`src/rtl/output_deskewer.sv`:
```
// Purpose: re-aligns the skewed column outputs of a systolic array into whole rows, tagging each row with an index and an end-of-frame flag.
// Latency: lane i is delayed by MATRIX_SIZE-1-i enabled cycles, so lane 0 to valid_out is MATRIX_SIZE-1 enabled cycles; the last lane is combinational.
// Backpressure: enable_in low freezes every delay line, the valid pipeline and the row counter; valid_out is forced low while frozen.
module output_deskewer #(
    parameter int MATRIX_SIZE = 4,
    parameter int DATA_SIZE   = 32
) (
    input  logic                                   clk,
    input  logic                                   reset,
    input  logic                                   enable_in,
    input  logic                                   valid_in,
    input  logic [MATRIX_SIZE-1:0][DATA_SIZE-1:0]  data_in,
    output logic [MATRIX_SIZE-1:0][DATA_SIZE-1:0]  data_aligned,
    output logic                                   valid_out,
    output logic [$clog2(MATRIX_SIZE):0]           row_idx,
    output logic                                   frame_done
);

    localparam int              RW       = $clog2(MATRIX_SIZE) + 1;
    localparam logic [RW-1:0]   LAST_ROW = RW'(MATRIX_SIZE - 1);

    logic          valid_tail;
    logic [RW-1:0] row_q;
    logic [RW-1:0] row_d;

    for (genvar i = 0; i < MATRIX_SIZE; i++) begin : g_lane
        localparam int DEPTH = MATRIX_SIZE - 1 - i;

        if (DEPTH == 0) begin : g_pass
            // The most-lagging lane is already aligned with the wavefront.
            assign data_aligned[i] = data_in[i];
        end else begin : g_dly
            logic [DATA_SIZE-1:0] dly_q [DEPTH];
            logic [DATA_SIZE-1:0] dly_d [DEPTH];

            // Shift the lane's delay line one slot per enabled cycle.
            always_comb begin
                dly_d = dly_q;
                if (enable_in) begin
                    dly_d[0] = data_in[i];
                    for (int k = 1; k < DEPTH; k++) begin
                        dly_d[k] = dly_q[k-1];
                    end
                end
            end

            // Delay line storage; reset wins over enable.
            always_ff @(posedge clk) begin
                if (reset) begin
                    dly_q <= '{default: '0};
                end else begin
                    dly_q <= dly_d;
                end
            end

            // Registers are presented as-is even when the row is not valid.
            assign data_aligned[i] = dly_q[DEPTH-1];
        end
    end

    if (MATRIX_SIZE > 1) begin : g_vpipe
        logic [MATRIX_SIZE-2:0] vpipe_q;
        logic [MATRIX_SIZE-2:0] vpipe_d;

        // Carry the lane-0 valid alongside lane 0's data, same depth.
        always_comb begin
            vpipe_d = vpipe_q;
            if (enable_in) begin
                vpipe_d[0] = valid_in;
                for (int k = 1; k < MATRIX_SIZE - 1; k++) begin
                    vpipe_d[k] = vpipe_q[k-1];
                end
            end
        end

        // Valid pipeline storage; reset drops all in-flight rows.
        always_ff @(posedge clk) begin
            if (reset) begin
                vpipe_q <= '0;
            end else begin
                vpipe_q <= vpipe_d;
            end
        end

        assign valid_tail = vpipe_q[MATRIX_SIZE-2];
    end else begin : g_vpass
        assign valid_tail = valid_in;
    end

    assign valid_out  = valid_tail & enable_in;
    assign frame_done = valid_out & (row_q == LAST_ROW);
    assign row_idx    = row_q;

    // Advance the row index on every emitted row, wrapping at the frame end.
    always_comb begin
        row_d = row_q;
        if (valid_out) begin
            row_d = (row_q == LAST_ROW) ? '0 : row_q + RW'(1);
        end
    end

    // Row counter storage.
    always_ff @(posedge clk) begin
        if (reset) begin
            row_q <= '0;
        end else begin
            row_q <= row_d;
        end
    end

endmodule

```
`config.mk`:
```
export PLATFORM = sky130hd
export DESIGN_NAME = output_deskewer
export DESIGN_NICKNAME = d
export VERILOG_FILES = /design/src/rtl/output_deskewer.sv
export SDC_FILE = /design/constraint.sdc
export NUM_CORES = 1
export LEC_CHECK = 0
export ABC_AREA = 0
export CAP_MARGIN = 20
export CELL_PAD_IN_SITES_DETAIL_PLACEMENT = 1
export CELL_PAD_IN_SITES_GLOBAL_PLACEMENT = 2
export CORE_MARGIN = 2
export CORE_UTILIZATION = 25
export CTS_CLUSTER_DIAMETER = 100
export DETAILED_ROUTE_END_ITERATION = 6
export GPL_ROUTABILITY_DRIVEN = 0
export GPL_TIMING_DRIVEN = 0
export HOLD_SLACK_MARGIN = 0.02
export PLACE_DENSITY = 0.86
export SLEW_MARGIN = 20
export SYNTH_ARGS = -nofsm -noshare
export SYNTH_HDL_FRONTEND = slang
export SYNTH_SLANG_ARGS = --single-unit
```
`constraint.sdc`:
```
create_clock -name clk -period 1 [get_ports clk]
set_input_delay 0.2 -clock clk [delete_from_list [all_inputs] [get_ports clk]]
set_output_delay 0.2 -clock clk [all_outputs]
set_load 0.02 [all_outputs]
```
After elaboration in Yosys (flattened, before gate mapping) --
Index checks and enable logic that the tools add are counted.
Operators by class: add/sub/neg operators 1, multipliers 0, div/mod/pow operators 0, order comparisons 0, eq/ne operators 1, shift operators 0, muxes and demuxes 1, bitwise operators 2, reduce and logical (&&, ||, !) cells 0
Operators with widths (count):
- 3-bit by 1-bit adder with 3-bit output (second input constant) | 1
- 3-bit by 2-bit equality test with 1-bit output (second input constant) | 1
- 3-bit two-way mux | 1
- 1-bit bitwise AND | 2
Storage, ports and cells: bits in registers 198, bits in latches 0, memory bits (writable) 0, ROM bits 0, bits of input ports 132, word-level logic and storage cells 13, memories kept 0

Depth between registers and ports, before layout --
Gate-level depths: netlist of run 1.
depth in word-level cells 2, depth in mapped cells 5

Worst setup path before layout of run 1 --
Ideal clock, no wire load.
kind input to output, from input enable_in, to output frame_done, arrival 1064 ps, path slack -264 ps, cell stages on the path 4, path buffers 2, cells stage by stage buf_4 > buf_6 > and2_1 > and2_1
Between the ends: word-level cells in the longest chain between the ends 2
RTL lines:
- from (decl) | line 10 | input logic enable_in,
- 1-bit bitwise AND | line 90 | assign valid_out = valid_tail & enable_in;
- net valid_out | line 14 | output logic valid_out,
- 1-bit bitwise AND | line 91 | assign frame_done = valid_out & (row_q == LAST_ROW);
- to (decl) | line 16 | output logic frame_done
The timed path passes the listed nets, and every way through them passes these cells.

Worst setup path in the final report of run 1 --
from register row_q[0], in the netlist row_idx[0], to output frame_done
Between the ends: word-level cells in the longest chain between the ends 2
RTL lines:
- from (decl) | line 23 | logic [RW-1:0] row_q;
- from (signal assigned) | line 107 | row_q <= row_d;
- 3-bit by 2-bit equality test with 1-bit output | line 91
- 1-bit bitwise AND | line 91
No other way between the ends.

==> results.md, run 1 <==
* Outcome: complete, but fails checks
* Failing checks: setup timing
* Share of cells above drive strength 1 at 34.6%
* Clk_skew at 7.24 ps
* Synth Flop Type: dfxtp_1
* CTS tree: built
* Final Critical Period at 1510 ps
* Class of the worst hold path: in -> reg
* Maximum clock path buffer count at 2
* Routed via count at 5602
* Io pins at 265
* Routed Antenna Nets at 0
* Most numerous cell in the Yosys netlist: dfxtp_1
* Sink Count at 198
* Clock-pin slew on the worst setup and hold paths at 70 ps
* Diode count at 0
* Routed wire length at 21300 um
* Post-placement worst setup slack at -639 ps
* Hold-fix buffers at CTS at 0
* Vias/cell at 4.12
* Dpl hpwl at 15200 um
* Critical Path RT at 800 ps
* GRT Overall Usage at 13.1%
* Fin. max-slew vios at 0
* CP startpoint kind: flip-flop
* Seq/Total Area, Yosys at 50.8%
* Total global routing overflow at 0
* Final hold violations at 0
* Layout area overhead at 43.0%
* Crit path DAT at 1310 ps
* Residual DRC at 0
* Synth warnings at 0
* Die height at 181 um
* Worst skew pair latency at 430 ps
* Post-synth top cells: dfxtp_1 (198), mux2i_1 (195), nor2_1 (195)
* Setup_tns at -9940 ps
* Area leader, netlist: dfxtp_1
* CTS Buf Count at 17
* Vias in the first global route at 5984
* Max Cap Viol at 0
* Net Count, Synth at 873
* EDFF count, synth at 0
* H-tree Lvls at 4
* Power per cell area at 1560 nW/um^2
* IO buf count at 230
* DR iter-0 viols at 137
* Worst setup path category: reg -> out
* Worst relative slew slack at 63.2%
* Endpoints failing setup at 102
* Final period util at 151%
* First-pass GRT wire length at 33500 um
* Leakage at 5.12 nW
* Final Core Density at 36.4%
* Core footprint at 30700 um^2
* Synth area leaders: dfxtp_1 (51%), mux2i_1 (25%), buf_4 (10%), nor2_1 (9.4%), buf_8 (2.1%)
* Fin worst setup slack at -513 ps
* Syn_area_per_cell at 10.5 um^2
* Max frequency at 661 MHz
* Cells after DPL at 1366
* Root Buffer: clkbuf_16
* Final nets at 1084
* Actual slew at the worst max-slew pin at 552 ps
* Synth top area share at 50.8%
* CP Capture Type: primary output
* Die width at 181 um
* Peak supply drop at 0.868 mV
* Pin count of the biggest net entering global routing at 18
* DR WL/cell at 15.7 um
* Die footprint at 32600 um^2
* CP Max Fanout at 2
* Final non-filler cell total at 1359
* Netlist cell types at 18
* Syn Std Cell Area at 7800 um^2
* Share of flip-flops with an asynchronous set or reset at 0%
* Total Power at 17.4 mW
* Starting Density at 25.4%
* Initial antenna violation count at 1
* Synth Instances at 740
* Synth Register Bits at 198
* Detailed Routing Iterations Pass 1 at 4
* RSZ-0062 raised after global routing: yes
* Rows at 64
worst max-delay path, cell delays in order, from the launching register on:
cell	delay, ps
dfxtp_4	350
ha_4	160
nor2b_4	120
and2_4	130
buf_6	120
per-stage QoR:
step | cell area (um^2) | hold WS [ps]
floorplan | 7850 | 347
global placement | 10700 | 469
detailed placement | 10700 | 485
CTS | 11100 | 94.7
global route | 11200 | 102
finish | 11200 | 116
logic make-up (layout without fill, tap and decap cells):
group | count (synthesis) | in the layout | share of synthesized area, %
simple gates | 202 | 202 | 9.99
buf+inv | 140 | 363 | 13.7
fa+ha+maj | 1 | 1 | 0.160
mux | 195 | 195 | 25.0
compound gates | 4 | 4 | 0.337
flops | 198 | 198 | 50.8
area by class of cell:
cell class	instances	area (um^2)
Timing Repair Buffer	256	2600
Sequential cell	198	4100
Fill cell	3390	19500
Multi-Input combinational cell	402	2800
Clock inverter	11	90.1
Buffer	76	619
Clock buffer	20	468
Tap cell	396	495
layer usage:
layer	track usage, %	vias up	share of wire, %	wire, um
met3	3.70	22	5.9	1270
li1	-	2745	-	-
met2	22.7	153	49	10500
met4	3.87	2	1.3	268
met5	0	-	0.061	13
met1	15.8	2680	44	9290
worst paths after layout:
| path | start | endpoint | slack, ps | depth (start not counted) |
|---|---|---|---|---|
| setup reg to reg | row_idx[0]$_SDFFE_PP0P_ | row_idx[0]$_SDFFE_PP0P_ | -100 | 5 |
| hold / removal | enable_in | row_idx[0]$_SDFFE_PP0P_ | 120 | 3 |
| hold reg to reg | g_lane[0].g_dly.dly_q[39]$_SDFFE_PP0P_ | data_aligned[7]$_SDFFE_PP0P_ | 490 | 2 |
| setup / recovery | row_idx[0]$_SDFFE_PP0P_ | frame_done | -510 | 4 |
power breakdown:
part / total, mW / switching [mW] / internal (mW)
logic: 2.29 / 1.04 / 1.26
clock network: 6.65 / 3.21 / 3.44
registers: 8.46 / 0.210 / 8.25
total: 17.4 / 4.45 / 12.9
timing repair:
action,CTS,global route
setup endpoints to repair,205,132
setup buffers,19,7
endpoints found under the hold margin,0,0
resized for setup,751,7
flip-flops by register name, summed over array words and instances (netlist names):
name / cells
g_lane.g_dly.dly_q: 128
data_aligned: 64
g_vpipe.vpipe_q: 3
row_idx: 3
layout by cell type (no fill, tap or decap), types with 3 or more instances in the layout:
master,netlist,routed
buf_2,6,8
buf_4,104,61
buf_6,3,107
buf_8,11,12
clkbuf_1,12,6
clkbuf_16,0,18
clkbuf_2,0,9
clkdlybuf4s50_1,0,97
clkinvlp_4,0,4
dfxtp_1,198,98
dfxtp_2,0,97
dfxtp_4,0,3
dlygate4sd2_1,0,32
inv_6,0,3
mux2i_1,195,195
nor2_1,195,195
No activity file was read; power rests on OpenSTA's default activity.
==> run 2, diff against run 1 <==
--- a/config.mk
+++ b/config.mk
@@ -11,7 +11,7 @@
 export CELL_PAD_IN_SITES_GLOBAL_PLACEMENT = 2
 export CORE_MARGIN = 2
 export CORE_UTILIZATION = 25
-export CTS_CLUSTER_DIAMETER = 100
+export CTS_CLUSTER_DIAMETER = 200
 export DETAILED_ROUTE_END_ITERATION = 6
 export GPL_ROUTABILITY_DRIVEN = 0
 export GPL_TIMING_DRIVEN = 0
==> results of run 2 <==
Final layout, timing and power as in run 1 (identical DEF).
